### src/rtl/riscv_pkg.sv
// Shared RISC-V definitions used by fetch and decode: XLEN, the canonical NOP,
// the default boot PC, major opcodes and the fetch buffer entry layout.
package riscv_pkg;

    localparam int XLEN = 32;

    localparam logic [XLEN-1:0] NOP_INST         = 32'h0000_0013;
    localparam logic [XLEN-1:0] RESET_PC_DEFAULT = 32'h0100_0000;

    typedef enum logic [6:0] {
        OPC_LOAD   = 7'b0000011,
        OPC_OP_IMM = 7'b0010011,
        OPC_AUIPC  = 7'b0010111,
        OPC_STORE  = 7'b0100011,
        OPC_OP     = 7'b0110011,
        OPC_LUI    = 7'b0110111,
        OPC_BRANCH = 7'b1100011,
        OPC_JALR   = 7'b1100111,
        OPC_JAL    = 7'b1101111,
        OPC_SYSTEM = 7'b1110011
    } opcode_e;

    typedef struct packed {
        logic [XLEN-1:0] pc;
        logic [XLEN-1:0] inst;
    } fetch_entry_t;

    // Instruction fetch is word granular; the low address bits are simply dropped.
    function automatic logic [XLEN-1:0] align_pc(input logic [XLEN-1:0] pc);
        return pc & ~XLEN'(3);
    endfunction

endpackage

### src/rtl/fetch_fifo.sv
// Synchronous fetch buffer: power-of-two depth, head is read straight from storage.
// Flush empties the buffer and wins over a push in the same cycle.
module fetch_fifo #(
    parameter int DEPTH = 4,
    parameter int WIDTH = 64
) (
    input  logic                         i_clock,
    input  logic                         i_reset_n,
    input  logic                         i_push,
    input  logic [WIDTH-1:0]             i_data,
    input  logic                         i_pop,
    input  logic                         i_flush,
    output logic [$clog2(DEPTH+1)-1:0]   o_count,
    output logic [WIDTH-1:0]             o_head
);
    localparam int PTR_W = $clog2(DEPTH);
    localparam int CNT_W = $clog2(DEPTH + 1);
    localparam logic [CNT_W-1:0] L_FULL = CNT_W'(DEPTH);

    logic [WIDTH-1:0] r_mem [DEPTH];
    logic [PTR_W-1:0] r_wr_ptr;
    logic [PTR_W-1:0] r_rd_ptr;
    logic [CNT_W-1:0] r_count;
    logic             w_do_push;
    logic             w_do_pop;

    assign w_do_push = i_push && (r_count != L_FULL) && !i_flush;
    assign w_do_pop  = i_pop && (r_count != '0) && !i_flush;

    always_ff @(posedge i_clock) begin
        if (w_do_push) begin
            r_mem[r_wr_ptr] <= i_data;
        end
    end

    always_ff @(posedge i_clock or negedge i_reset_n) begin
        if (!i_reset_n) begin
            r_wr_ptr <= '0;
            r_rd_ptr <= '0;
            r_count  <= '0;
        end else if (i_flush) begin
            r_wr_ptr <= '0;
            r_rd_ptr <= '0;
            r_count  <= '0;
        end else begin
            if (w_do_push) begin
                r_wr_ptr <= r_wr_ptr + PTR_W'(1);
            end
            if (w_do_pop) begin
                r_rd_ptr <= r_rd_ptr + PTR_W'(1);
            end
            case ({w_do_push, w_do_pop})
                2'b10:   r_count <= r_count + CNT_W'(1);
                2'b01:   r_count <= r_count - CNT_W'(1);
                default: r_count <= r_count;
            endcase
        end
    end

    assign o_count = r_count;
    assign o_head  = r_mem[r_rd_ptr];

endmodule

### src/rtl/fetch_unit.sv
// Instruction fetch stage: owns the PC, issues credit-limited word reads and buffers
// returned words with their PCs for decode. Redirects flush and drop in-flight responses.
module fetch_unit
    import riscv_pkg::*;
#(
    parameter logic [XLEN-1:0] RESET_PC   = RESET_PC_DEFAULT,
    parameter int              FIFO_DEPTH = 4
) (
    input  logic             clock,
    input  logic             reset_n,
    output logic             imem_req_valid,
    input  logic             imem_req_ready,
    output logic [XLEN-1:0]  imem_req_addr,
    input  logic             imem_resp_valid,
    input  logic [XLEN-1:0]  imem_resp_data,
    input  logic             redirect_valid,
    input  logic [XLEN-1:0]  redirect_pc,
    input  logic             stall,
    output logic             f_valid,
    output logic [XLEN-1:0]  f_pc,
    output logic [XLEN-1:0]  inst
);
    localparam int CNT_W = $clog2(FIFO_DEPTH + 1);
    localparam logic [CNT_W:0] L_DEPTH = (CNT_W+1)'(FIFO_DEPTH);

    logic [XLEN-1:0]  r_pc;
    logic [XLEN-1:0]  r_ret_pc;
    logic [CNT_W-1:0] r_outstanding;
    logic [CNT_W-1:0] r_drop_cnt;

    logic [CNT_W-1:0] w_count;
    logic [CNT_W:0]   w_inflight;
    logic [XLEN-1:0]  w_redirect_pc;
    fetch_entry_t     w_head;
    fetch_entry_t     w_push_entry;
    logic             w_accept;
    logic             w_push;
    logic             w_pop;

    assign w_redirect_pc = align_pc(redirect_pc);

    // Buffered plus in-flight words never exceed the buffer, so responses need no backpressure.
    assign w_inflight     = {1'b0, w_count} + {1'b0, r_outstanding};
    assign imem_req_valid = reset_n && !redirect_valid && (w_inflight < L_DEPTH);
    assign imem_req_addr  = r_pc;
    assign w_accept       = imem_req_valid && imem_req_ready;

    assign w_push       = imem_resp_valid && (r_drop_cnt == '0) && !redirect_valid;
    assign w_push_entry = '{pc: r_ret_pc, inst: imem_resp_data};
    assign f_valid      = (w_count != '0);
    assign w_pop        = f_valid && !stall && !redirect_valid;

    assign f_pc = f_valid ? w_head.pc   : '0;
    assign inst = f_valid ? w_head.inst : NOP_INST;

    always_ff @(posedge clock or negedge reset_n) begin
        if (!reset_n) begin
            r_pc     <= RESET_PC;
            r_ret_pc <= RESET_PC;
        end else if (redirect_valid) begin
            r_pc     <= w_redirect_pc;
            r_ret_pc <= w_redirect_pc;
        end else begin
            if (w_accept) begin
                r_pc <= r_pc + XLEN'(4);
            end
            if (w_push) begin
                r_ret_pc <= r_ret_pc + XLEN'(4);
            end
        end
    end

    // A response arriving in the redirect cycle is itself discarded, hence the subtraction.
    always_ff @(posedge clock or negedge reset_n) begin
        if (!reset_n) begin
            r_outstanding <= '0;
            r_drop_cnt    <= '0;
        end else begin
            case ({w_accept, imem_resp_valid})
                2'b10:   r_outstanding <= r_outstanding + CNT_W'(1);
                2'b01:   r_outstanding <= r_outstanding - CNT_W'(1);
                default: r_outstanding <= r_outstanding;
            endcase
            if (redirect_valid) begin
                r_drop_cnt <= r_outstanding - CNT_W'(imem_resp_valid);
            end else if (imem_resp_valid && (r_drop_cnt != '0)) begin
                r_drop_cnt <= r_drop_cnt - CNT_W'(1);
            end
        end
    end

    fetch_fifo #(
        .DEPTH (FIFO_DEPTH),
        .WIDTH ($bits(fetch_entry_t))
    ) u_fifo (
        .i_clock   (clock),
        .i_reset_n (reset_n),
        .i_push    (w_push),
        .i_data    (w_push_entry),
        .i_pop     (w_pop),
        .i_flush   (redirect_valid),
        .o_count   (w_count),
        .o_head    (w_head)
    );

endmodule
### config.mk
export PLATFORM = sky130hd
export DESIGN_NAME = fetch_unit
export DESIGN_NICKNAME = d
export VERILOG_FILES = /design/src/rtl/riscv_pkg.sv /design/src/rtl/fetch_fifo.sv /design/src/rtl/fetch_unit.sv
export SDC_FILE = /design/constraint.sdc
export NUM_CORES = 1
export LEC_CHECK = 0
export ABC_AREA = 0
export CAP_MARGIN = 20
export CORE_UTILIZATION = 55
export CTS_BUF_LIST = sky130_fd_sc_hd__clkbuf_4
export CTS_CLUSTER_DIAMETER = 30
export DETAILED_ROUTE_END_ITERATION = 6
export HOLD_SLACK_MARGIN = 0.15
export MAX_ROUTING_LAYER = met4
export PLACE_DENSITY = 0.79
export RECOVER_POWER = 25
export SYNTH_ARGS = -nofsm -noshare
export SYNTH_HDL_FRONTEND = slang
export SYNTH_SLANG_ARGS = --single-unit
### constraint.sdc
create_clock -name clock -period 4.55 [get_ports clock]
set_clock_uncertainty 0.15 [all_clocks]
set_input_delay 1.365 -clock clock [delete_from_list [all_inputs] [get_ports clock]]
set_output_delay 1.365 -clock clock [all_outputs]
set_load 0.03 [all_outputs]
# Yosys cells after proc, flatten, opt, wreduce, memory -nomap -nowiden
# Memory sizes are Yosys's and may differ from the RTL's.
# Index checks and enable logic that the tools add are counted.
[totals]
output_inout_bits = 98
wordCells = 66
ramBits = 256
memories = 1
reg_bits = 77
[mem_list]
columns = ["name", "depth", "width", "read_ports", "rd_ports_with_merged_regs", "write_ports", "line_no", "text"]
rows = [
  ["u_fifo.r_mem", 4, 64, 1, 0, 1, "fetch_fifo.sv:20", "logic [WIDTH-1:0] r_mem [DEPTH];"],
]
[op_classes]
magnitude_cmp = 1
muxes = 17
n_reduce_logical = 24
n_eq_ne = 5
add_sub_neg = 11
[op_table]
columns = ["cell", "count"]
rows = [
  ["$mux 32", 6],
  ["$add 32x3->32 const B", 2],
  ["$logic_and 1x1->1", 12],
  ["$pmux 3 s2", 2],
  ["$reduce_bool 2->1", 6],
  ["$mux 3", 3],
  ["$reduce_bool 3->1", 3],
  ["$sub 3x1->3 const B", 3],
  ["$mux 2", 4],
  ["$add 3x1->3 const B", 2],
  ["$add 2x1->2 const B", 2],
  ["$add 3x3->4", 1],
  ["$eq 2x1->1 const B", 2],
  ["$eq 2x2->1 const B", 2],
  ["$lt 4x3->1 const B", 1],
  ["$logic_not 3->1", 1],
  ["$ne 3x3->1 const B", 1],
  ["$sub 3x1->3", 1],
  ["$logic_not 1->1", 2],
  ["$mux 1", 2],
]

# Depth between registers and ports, before layout
[logic_depth]
ltp_word = 8
mapped_depth = 11
mapped_depth_nobuf = 10

# Hierarchy
# From an unflattened synthesis, not the netlist that was laid out.
[hier_totals]
hier_cells = 882
area_unflattened_um2 = 14158.6
[modules_own_cells]
columns = ["module", "cells_each", "instances", "area_per_inst_um2"]
rows = [
  ["fetch_fifo", 400, 1, 9806.9],
  ["fetch_unit", 482, 1, 4351.7],
]

# Worst setup path after synthesis
# No wires, ideal clock.
[synth_path]
kind = "input-to-reg"
start = "input port imem_resp_valid"
end = "memory u_fifo.r_mem[0][0] (enable)"
path_stages = 4
slack_ns = 0.407
arrival_time_ns = 3.567
path_buffers = 1
setup_time_ns = 0.426
t_required_ns = 3.974
cell_sequence = "nand3b_1 > a211oi_1 > clkbuf_1 > and2_1"
[synth_via]
elab_chain_len = 6
[synth_lines]
columns = ["item", "line_no", "text"]
rows = [
  ["start, declared", "fetch_unit.sv:14", "input logic imem_resp_valid,"],
  ["$logic_and 1x1->1 (2 in a row)", "fetch_unit.sv:48", "assign w_push = imem_resp_valid && (r_drop_cnt == '0) && !redirect_valid;"],
  ["$logic_and 1x1->1 (2 in a row)", "fetch_fifo.sv:27", "assign w_do_push = i_push && (r_count != L_FULL) && !i_flush;"],
  ["$mux 1", "fetch_fifo.sv:31", "if (w_do_push) begin"],
  ["$mux 1 (implied by the code)", "fetch_fifo.sv:32", "r_mem[r_wr_ptr] <= i_data;"],
  ["end, declared", "fetch_fifo.sv:20", ""],
]
# Every way passes these cells.

# Worst setup path after layout
[layout_path]
start = "register u_fifo.r_rd_ptr[0]"
end = "output port f_pc[28]"
[layout_via]
elab_chain_len = 2
[layout_lines]
columns = ["item", "line_no", "text"]
rows = [
  ["start, declared", "fetch_fifo.sv:22", "logic [PTR_W-1:0] r_rd_ptr;"],
  ["start signal, assigned", "fetch_fifo.sv:50", "r_rd_ptr <= r_rd_ptr + PTR_W'(1);"],
  ["$mem_v2 4x64", "-", ""],
  ["$mux 32", "fetch_unit.sv:53", "assign f_pc = f_valid ? w_head.pc : '0;"],
  ["end, declared", "fetch_unit.sv:20", "output logic [XLEN-1:0] f_pc,"],
]
# Every way passes these cells.

==> metrics.txt <==
data required time of the worst path=3030 ps; fin crit share=96.62%; total number of H-tree levels=3; final critical path time including I/O delays and setup=4396 ps; Worst Reg-to-Reg Cells=11; maximum fanout count along the critical path=17; Post-Synthesis Mean Instance Area=15.81 sq um; path type of the worst min-delay path=flop to flop; core utilization of the finished layout=68.92%; most area-hungry cell type in the Yosys netlist=edfxtp_1; Setup crit end kind=output port; clock slew at reported path FFs=70 ps; cell count after synthesis=860; count of clock tree sinks=321; Sequential Power Share=42.8%; DRT Pass-1 Iters=7; setup TNS=0 ps; area delta synth->final=22.89%; number of max-cap violations=0; Via density=5.738; placed wire-length estimate=17.21 mm; met1 global-route usage=31.29%; maximum VDD drop=0.3048 mV; DIE AREA=25,360 sq um; Clock Tree Root=clkbuf_4; maximum number of pins on one net before global-route repair=67; residual antenna-violating net count after detailed routing=0; height of the chip=159.2 um; dominant cells by area after synthesis=edfxtp_1 (55%), dfrtp_1 (13%), mux4_2 (10%); number of port buffers=161; reported net switching power=2.617 mW; cell-internal power=5.740 mW; Clock Latency Late Sink=680 ps; measured slew at the worst slew-check pin=855.4 ps; endpoint arrival time on the critical path=2880 ps; met2 Use GR=36.60%; switching power share of the total=31.32%; CTS tree=yes; number of placement rows=57; share of synthesized registers carrying an async set or reset=22.74%; setup-violating endpoint count in the final report=0; worst slew margin relative to its limit=42.97%; RD Place Congestion=0.9209; status=finished, final reports clean; count of unresolved DRC violations after routing=0; P_leak=5.661 nW; top cell type's share of synthesized area=54.77%; share of synthesized area occupied by flip-flops and latches=68.22%; Nets=1,167; instance count along the most critical hold path=1; DRT iter0 DRCs=623; Final Max Tran Viols=0; Synth Flop Type=edfxtp_1; busiest layer in global routing=met2; Fin. Hold Viols=0; post-synthesis instance area=13,600 sq um; FF+latch count, synth=321; Global Route met3 Usage=5.340%; clock buffer depth=3; top achievable clock speed=227.5 MHz; antenna violations before repair=1; areal power density over the cells=500.1 nW/um^2; detailed-route via count=8,401; total track usage=23.83%; CORE AREA=24,250 sq um; Inserted Clock Buffers=79; final wirelength=28.23 mm; IO Count=168; Clock Power Share=28.0%; setup repair after global routing missed its margin=no; Setup CP Type=flop to output port; DIE WIDTH=159.2 um; share of post-route cells with drive strength above 1=20.46%; average routed wire per standard cell=19.28 um; grt total ovfl=0; count of yosys warnings during synthesis=0; placed instance area=15,680 sq um; count of different cell masters after synthesis=48; EDFF count, synth=248; number of global-route vias before repair=8,635; initial standard-cell utilization of the core=56.08%; first-pass GRT wire length=44.91 mm; part of the power in combinational logic=29.2%; type of origin of the critical path=flop; Design Area, Final=16,710 sq um; most repeated cell in the gate-level netlist after synthesis=edfxtp_1; Commonest cells post-synth=edfxtp_1 (248), dfrtp_1 (71), mux4_2 (62)
## per-layer routing
metal	vias to the layer above	part of all wire (%)
met5	-	0
met4	0	2.3
met3	49	6.6
met2	356	48
met1	4181	43
li1	3815	-
## final cells by class
| class | count | area [sq um] |
|---|---|---|
| diodes | 1 | 2.502 |
| clock buffers | 112 | 840.8 |
| clock inverters | 26 | 161.4 |
| fillers | 1661 | 7537 |
| inverters | 19 | 71.32 |
| multi-input cells | 475 | 4056 |
| flip-flops and latches | 321 | 9284 |
| well taps | 324 | 405.4 |
| repair buffers | 186 | 1889 |
## flip-flops by register name (all words and copies together), names as in the netlist
name	count
u_fifo.o_count	3
u_fifo.r_rd_ptr	2
u_fifo.r_mem	248
imem_req_addr	30
r_ret_pc	30
r_outstanding	3
u_fifo.r_wr_ptr	2
r_drop_cnt	3
## through the flow
step | worst slack, ps | instances | power, mW | hold slack [ps]
6_report | 153.9 | 1464 | 8.357 | 363.7
5_1_grt | 2.154 | 1464 | 8.769 | 386.6
4_1_cts | 60.62 | 1463 | 8.456 | 365.2
3_5_place_dp | 636.3 | 1324 | 6.076 | 356.2
2_1_floorplan | 406.8 | 863 | 5.126 | 317.2
3_3_place_gp | 643.9 | 1324 | 6.035 | 345.1
## what timing repair did
item                                    4_1_cts  5_1_grt
setup buffers                                 1        0
gates cloned                                  0        0
endpoints found under the setup margin       41        1
pin swaps                                     0        0
gates resized for setup                       0        1
hold buffers                                  0        0
## placed cells by master (no fill, tap or decap), drive strengths merged, types with 24 or more instances in the layout
master / netlist / layout
clkdlybuf4s50: 0 / 143
dfrtp: 71 / 71
xnor2: 32 / 32
nor2: 24 / 24
clkbuf: 29 / 114
nor2b: 61 / 61
mux4: 62 / 62
o21ai: 45 / 45
nand2: 52 / 52
nand3: 25 / 25
edfxtp: 248 / 248
buf: 19 / 26
## worst paths after layout
kind / startpoint / slack (ps) / to
max: u_fifo.r_rd_ptr[0]$_DFFE_PN0P_ / 150 / f_pc[28]
min in group asynchronous: reset_n / 860 / imem_req_addr[20]$_DFFE_PN0P_
max in group asynchronous: reset_n / 2020 / u_fifo.r_rd_ptr[0]$_DFFE_PN0P_
min: r_outstanding[0]$_DFFE_PN0P_ / 360 / r_outstanding[0]$_DFFE_PN0P_
min reg2reg: r_outstanding[0]$_DFFE_PN0P_ / 360 / r_outstanding[0]$_DFFE_PN0P_
max reg2reg: u_fifo.o_count[1]$_DFFE_PN0P_ / 1900 / r_outstanding[2]$_DFFE_PN0P_
## logic make-up after synthesis
family | count (synthesis) | share of synthesized area [%]
flops | 321 | 68.22
simple gates | 244 | 9.772
compound gates | 95 | 4.352
mux | 75 | 11.33
buf+inv | 67 | 2.107
xor+xnor | 42 | 2.705
fa+ha+maj | 15 | 1.491
other cells | 1 | 0.02758
## power by group through the flow
stage | registers (mW) | logic [mW] | clock network, mW
4_1_cts | 3.58 | 2.47 | 2.40
3_5_place_dp | 3.66 | 2.42 | 0
6_report | 3.58 | 2.44 | 2.34
3_3_place_gp | 3.65 | 2.38 | 0
5_1_grt | 3.61 | 2.60 | 2.57
2_1_floorplan | 3.61 | 1.52 | 0
## worst max-delay path, cell delays in order (launching register included)
cell and delay, ps:
dfrtp_4 660, buf_12 240, mux4_2 540, nor2b_1 150, clkdlybuf4s50_1 620
Note: power is estimated with default switching activity, not from simulation.
